===== config.mk =====
export PLATFORM = sky130hd
export DESIGN_NAME = uart_mem_dump_flat
export DESIGN_NICKNAME = d
export VERILOG_FILES = /design/src/rtl/uart_mem_dump_if.sv /design/src/rtl/uart_mem_dump.sv /design/src/flat_wrapper.sv
export SDC_FILE = /design/constraint.sdc
export NUM_CORES = 1
export LEC_CHECK = 0
export CORE_MARGIN = 2
export CORE_UTILIZATION = 23
export DETAILED_ROUTE_END_ITERATION = 8
export GPL_TIMING_DRIVEN = 0
export PLACE_DENSITY_LB_ADDON = 0.05
export REMOVE_ABC_BUFFERS = 1
export SYNTH_ARGS = -nofsm -noshare
export SYNTH_HDL_FRONTEND = slang
export SYNTH_SLANG_ARGS = --single-unit

===== constraint.sdc =====
create_clock -name clk -period 2.5 [get_ports clk]
set_input_delay 0.25 -clock clk [delete_from_list [all_inputs] [get_ports clk]]
set_output_delay 0.25 -clock clk [all_outputs]
set_load 0.03 [all_outputs]

===== src/rtl/uart_mem_dump_if.sv =====
`default_nettype none
// ============================================================================
// Module      : uart_mem_dump_if
// Description : Read-only bus between the memory dumper and the RIB master
//               port. The dumper drives the request and address side, the
//               memory returns read data combinationally.
//   req_o       - bus request (master -> slave)
//   mem_we_o    - write enable (master -> slave)
//   mem_addr_o  - 32-bit word address (master -> slave)
//   mem_rdata_i - 32-bit read data (slave -> master)
// Revision    : 1.0 - initial release
// ============================================================================
interface uart_mem_dump_if;
    logic        req_o;
    logic        mem_we_o;
    logic [31:0] mem_addr_o;
    logic [31:0] mem_rdata_i;

    modport master (
        output req_o,
        output mem_we_o,
        output mem_addr_o,
        input  mem_rdata_i
    );

    modport slave (
        input  req_o,
        input  mem_we_o,
        input  mem_addr_o,
        output mem_rdata_i
    );
endinterface
`default_nettype wire


===== src/rtl/uart_mem_dump.sv =====
`default_nettype none
// ============================================================================
// Module      : uart_mem_dump
// Description : Reads a block of 32-bit words over the RIB bus and streams
//               every word out of a UART transmitter, 8N1, little-endian
//               byte order.
//   clk         - system clock, rising edge
//   rst         - synchronous active-high reset
//   start_i     - one-cycle pulse starting a dump (ignored while busy)
//   base_addr_i - first word address, sampled on an accepted start
//   word_cnt_i  - number of words, sampled on an accepted start
//   bus         - RIB master modport (req_o, mem_we_o, mem_addr_o, mem_rdata_i)
//   tx_pin      - UART transmit line, idle high
//   busy_o      - dump in progress
//   done_o      - one-cycle completion pulse
// Revision    : 1.0 - initial release
// ============================================================================
module uart_mem_dump #(
    parameter int BAUD_DIV = 434
) (
    input  logic            clk,
    input  logic            rst,
    input  logic            start_i,
    input  logic [31:0]     base_addr_i,
    input  logic [15:0]     word_cnt_i,
    uart_mem_dump_if.master bus,
    output logic            tx_pin,
    output logic            busy_o,
    output logic            done_o
);

    localparam int c_BAUD_W = (BAUD_DIV > 1) ? $clog2(BAUD_DIV) : 1;
    localparam logic [c_BAUD_W-1:0] c_BAUD_LAST = c_BAUD_W'(BAUD_DIV - 1);

    typedef enum logic [2:0] {
        S_IDLE     = 3'd0,
        S_RD_ADDR  = 3'd1,
        S_RD_DATA  = 3'd2,
        S_TX_START = 3'd3,
        S_TX_BIT   = 3'd4,
        S_TX_STOP  = 3'd5,
        S_NEXT     = 3'd6
    } state_t;

    state_t                r_state;
    state_t                w_state_next;
    logic [c_BAUD_W-1:0]   r_baud;
    logic [2:0]            r_bit_cnt;
    logic [1:0]            r_byte_cnt;
    logic [15:0]           r_remaining;
    logic [31:0]           r_mem_addr;
    logic [31:0]           r_shift;
    logic                  r_zero_done;

    logic                  w_accept;
    logic                  w_bit_end;
    logic                  w_in_tx;
    logic                  w_last;
    logic                  w_req;
    logic                  w_tx;

    // A zero-count completion pulse blocks a start in the same cycle, just
    // like the NEXT-state completion does by not being in IDLE.
    assign w_accept  = start_i && (r_state == S_IDLE) && !r_zero_done;
    assign w_in_tx   = (r_state == S_TX_START) || (r_state == S_TX_BIT) ||
                       (r_state == S_TX_STOP);
    assign w_bit_end = w_in_tx && (r_baud == c_BAUD_LAST);
    // r_remaining counts the word just sent, so 1 means nothing left after it.
    assign w_last    = (r_state == S_NEXT) && (r_remaining == 16'd1);

    // ------------------------------------------------------------------------
    // State register
    // ------------------------------------------------------------------------
    always_ff @(posedge clk) begin
        if (rst) begin
            r_state <= S_IDLE;
        end else begin
            r_state <= w_state_next;
        end
    end

    // ------------------------------------------------------------------------
    // Next-state and output decode
    // ------------------------------------------------------------------------
    always_comb begin
        w_state_next = r_state;
        w_req        = 1'b0;
        w_tx         = 1'b1;
        case (r_state)
            S_IDLE: begin
                if (w_accept && (word_cnt_i != 16'd0)) begin
                    w_state_next = S_RD_ADDR;
                end
            end
            S_RD_ADDR: begin
                w_req        = 1'b1;
                w_state_next = S_RD_DATA;
            end
            S_RD_DATA: begin
                w_req        = 1'b1;
                w_state_next = S_TX_START;
            end
            S_TX_START: begin
                w_tx = 1'b0;
                if (w_bit_end) begin
                    w_state_next = S_TX_BIT;
                end
            end
            S_TX_BIT: begin
                // Data leaves from bit 0 of the buffer, which shifts right
                // after every data bit, so the word goes out LSB-first.
                w_tx = r_shift[0];
                if (w_bit_end && (r_bit_cnt == 3'd7)) begin
                    w_state_next = S_TX_STOP;
                end
            end
            S_TX_STOP: begin
                if (w_bit_end) begin
                    w_state_next = (r_byte_cnt == 2'd3) ? S_NEXT : S_TX_START;
                end
            end
            S_NEXT: begin
                w_state_next = w_last ? S_IDLE : S_RD_ADDR;
            end
            default: begin
                w_state_next = S_IDLE;
            end
        endcase
    end

    // ------------------------------------------------------------------------
    // Datapath: address, word counter, shift buffer, bit timing
    // ------------------------------------------------------------------------
    always_ff @(posedge clk) begin
        if (rst) begin
            r_baud      <= '0;
            r_bit_cnt   <= 3'd0;
            r_byte_cnt  <= 2'd0;
            r_remaining <= 16'd0;
            r_mem_addr  <= 32'd0;
            r_shift     <= 32'd0;
            r_zero_done <= 1'b0;
        end else begin
            r_zero_done <= w_accept && (word_cnt_i == 16'd0);

            if (w_accept) begin
                r_remaining <= word_cnt_i;
                // The address output only moves when a read is about to happen.
                if (word_cnt_i != 16'd0) begin
                    r_mem_addr <= base_addr_i;
                end
            end else if (r_state == S_NEXT) begin
                r_remaining <= r_remaining - 16'd1;
                if (!w_last) begin
                    r_mem_addr <= r_mem_addr + 32'd4;
                end
            end

            if (r_state == S_RD_DATA) begin
                r_shift <= bus.mem_rdata_i;
            end else if ((r_state == S_TX_BIT) && w_bit_end) begin
                r_shift <= {1'b0, r_shift[31:1]};
            end

            // Free-running within the frame so consecutive bytes abut.
            if (w_in_tx && !w_bit_end) begin
                r_baud <= r_baud + c_BAUD_W'(1);
            end else begin
                r_baud <= '0;
            end

            if ((r_state == S_TX_BIT) && w_bit_end) begin
                r_bit_cnt <= r_bit_cnt + 3'd1;
            end

            if ((r_state == S_TX_STOP) && w_bit_end) begin
                r_byte_cnt <= r_byte_cnt + 2'd1;
            end
        end
    end

    assign bus.req_o      = w_req;
    assign bus.mem_we_o   = 1'b0;
    assign bus.mem_addr_o = r_mem_addr;
    assign tx_pin         = w_tx;
    assign busy_o         = (r_state != S_IDLE) && !w_last;
    assign done_o         = w_last || r_zero_done;

endmodule
`default_nettype wire


===== src/flat_wrapper.sv =====
// flat-port wrapper written by rule: the top's interface ports become plain ports
module uart_mem_dump_flat 
#(
    parameter int BAUD_DIV = 434
)
  (clk, rst, start_i, base_addr_i, word_cnt_i, tx_pin, busy_o, done_o, bus_req_o, bus_mem_we_o, bus_mem_addr_o, bus_mem_rdata_i);
  uart_mem_dump_if bus_i ();
  input  logic clk;
  input  logic rst;
  input  logic start_i;
  input  logic [31:0] base_addr_i;
  input  logic [15:0] word_cnt_i;
  output logic tx_pin;
  output logic busy_o;
  output logic done_o;
  output wire logic [$bits(bus_i.req_o)-1:0] bus_req_o;
  output wire logic [$bits(bus_i.mem_we_o)-1:0] bus_mem_we_o;
  output wire logic [$bits(bus_i.mem_addr_o)-1:0] bus_mem_addr_o;
  input wire logic [$bits(bus_i.mem_rdata_i)-1:0] bus_mem_rdata_i;
  assign bus_req_o = bus_i.req_o;
  assign bus_mem_we_o = bus_i.mem_we_o;
  assign bus_mem_addr_o = bus_i.mem_addr_o;
  assign bus_i.mem_rdata_i = bus_mem_rdata_i;
  uart_mem_dump #(.BAUD_DIV(BAUD_DIV)) u_core (.clk(clk), .rst(rst), .start_i(start_i), .base_addr_i(base_addr_i), .word_cnt_i(word_cnt_i), .bus(bus_i), .tx_pin(tx_pin), .busy_o(busy_o), .done_o(done_o));
endmodule

==> impl_metrics.py <==
metrics = {
    "synthesis": {
        "synth_top_area_share_pct": 36.6,
        "yosysTopAreaCell": "dfxtp_1",
        "synth-async-reset-ratio_pct": 0,
        "synth_xor_area_share_pct": 1.63,
        "synthesis.yosys.warnings": 0,
        "yosys-mux-area-fraction_pct": 7.17,
        "synth.distinct_cells": 66,
        "syn_area_per_cell_um2": 8.11,
        "synth-compound-area-share_pct": 23.4,
        "ys_seq_area_share_pct": 36.6,
        "synth_cells": 661,
        "synthAdderAreaFrac_pct": 1.87,
        "synth_edf_count": 0,
        "synth_top_family_by_area": "simple AND/OR/NAND/NOR gates",
        "yosys_most_used_dff": "dfxtp_1",
        "yosys-top-cells-area": "dfxtp_1, mux2i_1, nor2_1",
        "synth-simple-area-share_pct": 24.2,
        "ys_seq_elements": 98,
        "synth_area_um2": 5360,
    },
    "layout": {
        "regArea_um2": 1970,
        "num-nets-final": 848,
        "multi_input_area_um2": 3250,
        "layout-drive-gt1-share_pct": 10.5,
        "fillers": 2436,
        "layout_commonest_cell": "clkdlybuf4s50_1",
        "syn2layout_area_growth_pct": 38.2,
        "final_cell_mix": "clkdlybuf4s50_1, dfxtp_1, nor2_1, a21oi_1, nand2_1",
        "antenna_cells": 0,
        "final_area_um2": 7410,
    },
    "placement": {
        "preCtsSetupSlack_ns": -1.13,
        "place_area_um2": 6860,
        "routabilityCongestion": 0.793,
        "port_buffers": 118,
        "place_hpwl_um": 12500,
    },
    "timing": {
        "finalMaxSlewViolations": 0,
        "finalCriticalPeriod_ns": 2.56,
        "worst_pin_slew_ns": 0.962,
        "finalHoldViolCount": 0,
        "rsz0062_at_grt": "true",
        "relSlewSlack_pct": 35.3,
        "fin_ws_ns": -0.0605,
        "fin_crit_sh_pct": 102,
        "finalSetupViolCount": 1,
        "clock.fmax_mhz": 391,
        "fin_skew_ns": 0.00908,
        "hold_ws_ns": 0.312,
    },
    "worst_setup_path": {
        "r2r-end": "u_core.bus.mem_addr_o[6]",
        "crit_slowest_cell": "or4_4",
        "rr_startpoint": "u_core.r_remaining[4]",
        "reg2reg_slack_ns": 0.06,
        "cpPeakStageDelay_ns": 0.52,
        "worstPathRequired_ns": 2.25,
        "worstSetupPathType": "flip-flop to output pin",
        "cp-endpoint": "busy_o",
        "cp-start-kind": "flip-flop",
        "critPathMaxFanout": 4,
        "crit_arrival_ns": 2.31,
        "reg2reg_depth": 5,
        "crit_path_cell_trace": "or4_4 -> or3_4 -> nor3_4 -> buf_4 -> and3_4 -> o21bai_2 -> buf_6",
        "cp-end-kind": "output pin",
        "startpoint": "u_core.r_remaining[11]",
    },
    "floorplan": {
        "num_rows": 55,
        "fp.dieW_um": 157,
        "ioPinCount": 120,
        "die_height_um": 157,
        "die-area_um2": 24500,
        "core-area_um2": 22800,
        "start_util_pct": 23.5,
    },
    "cts": {
        "cts_tree": "built",
        "htree_levels": 3,
        "clock_latency_ns": 0.35,
        "clockRootBuffer": "clkbuf_16",
        "path_clk_slew_ns": 0.07,
        "cts_buffer_depth": 2,
        "cts.sinks": 98,
        "cts_buffers": 9,
    },
    "route": {
        "drc": 0,
        "via_per_inst": 5.00,
        "drt-initial-drc-count": 271,
        "ant_nets": 0,
        "wl_per_cell_um": 16.9,
        "first_pass_iters": 5,
        "drt-total-wl_um": 18200,
        "vias": 5376,
    },
    "grt": {
        "antenna_found_initial": 1,
        "grt_pass1_wl_um": 28800,
        "grtUsageTotal_pct": 14.9,
        "overflow": 0,
        "grt_pass1_vias": 5403,
        "grt_start_max_net_pins": 55,
    },
    "pwr": {
        "ir_worst_vdd_v": 0.000305,
        "p_leak_nw": 2.76,
        "cellPowerDensity_nw_per_um2": 823,
    },
    "min_path": {
        "hp-class": "primary input to flip-flop",
    },
    "outcome": {
        "violations": "setup timing",
        "outcome": "complete, but fails checks",
    },
    "job": {
        "drv_cap": 0,
    },
}
## power by group
group	leakage (nW)	total [W]	switching (W)	internal [W]
logic	1.79	0.00225	0.00127	0.000979
clock network	0.169	0.00164	0.000665	0.000980
registers	0.801	0.00220	0.000320	0.00188
total	2.76	0.00610	0.00226	0.00384
## area by class of cell
| type | instances | area share [%] |
|---|---|---|
| Sequential cell | 98 | 26.5 |
| Tap cell | 313 | 5.29 |
| Clock buffer | 9 | 3.04 |
| Clock inverter | 7 | 1.59 |
| Multi-Input combinational cell | 496 | 43.8 |
| Inverter | 14 | 0.709 |
| Timing Repair Buffer | 138 | 19.0 |
## cells in the mapped netlist (8+ instances only)
| master | count |
|---|---|
| mux2i_1 | 35 |
| a21oi_1 | 52 |
| nor2_1 | 85 |
| ha_1 | 8 |
| and3_1 | 10 |
| nor3_1 | 23 |
| a211oi_1 | 35 |
| buf_2 | 9 |
| o32ai_1 | 15 |
| nand3_1 | 22 |
| nand2_1 | 46 |
| dfxtp_1 | 98 |
| inv_1 | 14 |
| nand4_1 | 14 |
| clkbuf_1 | 39 |
| nor4_1 | 21 |
| o21ai_0 | 9 |
## worst min-delay path by stage
stage,start,to,slack (ns),cells past startpoint
finish,rst,u_core.r_byte_cnt[1],0.31,2
floorplan,rst,u_core.bus.mem_addr_o[0],0.32,1
global route,rst,u_core.r_byte_cnt[1],0.32,2
global placement,u_core.bus.mem_addr_o[1],u_core.bus.mem_addr_o[1],0.44,2
detailed placement,u_core.bus.mem_addr_o[1],u_core.bus.mem_addr_o[1],0.45,2
CTS,rst,u_core.r_bit_cnt[2],0.30,2
## cells by family (layout without fill, tap and decap cells)
family | Yosys count | count (layout)
compound gates | 180 | 180
xor+xnor | 10 | 10
fa+ha+maj | 8 | 8
buf+inv | 67 | 168
flops | 98 | 98
mux | 38 | 38
other cells | 1 | 1
simple gates | 259 | 259
## registers in the layout, indices dropped and copies added (netlist names)
signal                 count
u_core.r_baud              9
u_core.r_remaining        16
u_core.r_bit_cnt           3
u_core.r_zero_done         1
u_core.r_byte_cnt          2
u_core.r_state             3
u_core.r_shift            32
u_core.bus.mem_addr_o     32
## routing by layer
metal  part of all wire, %  global-route usage [%]
met1                    45                    18.7
met2                    46                    24.8
met3                   6.2                    4.07
met4                   1.8                    4.81
met5                 0.061                       0
## through the flow
| stage | power (W) | utilization, % | std cells | TNS, ns |
|---|---|---|---|---|
| 2_1_floorplan | 0.00347 | - | 608 | -46.15 |
| 3_3_place_gp | 0.00427 | 29.5 | 1039 | -184.19 |
| 4_1_cts | 0.00615 | 32.3 | 1072 | -0.141 |
| 3_5_place_dp | 0.00436 | 30.1 | 1046 | -37.64 |
| 5_1_grt | 0.00650 | 32.5 | 1075 | -0.319 |
| 6_report | 0.00610 | 32.5 | 1075 | -0.0605 |
## critical path, delay by kind of cell, from the launching register on
kind | cells | cell delay, ns
compound gates | 1 | 0.07
buf+inv | 2 | 0.29
flops | 1 | 0.34
simple gates | 4 | 1.26
## what timing repair did
item,CTS,global route
endpoints found under the setup margin,73,13
pin swaps,8,2
hold buffers,0,0
buffers inserted,10,3
endpoints found under the hold margin,0,0
gates resized for setup,35,5
(Power assumes the default switching activity.)
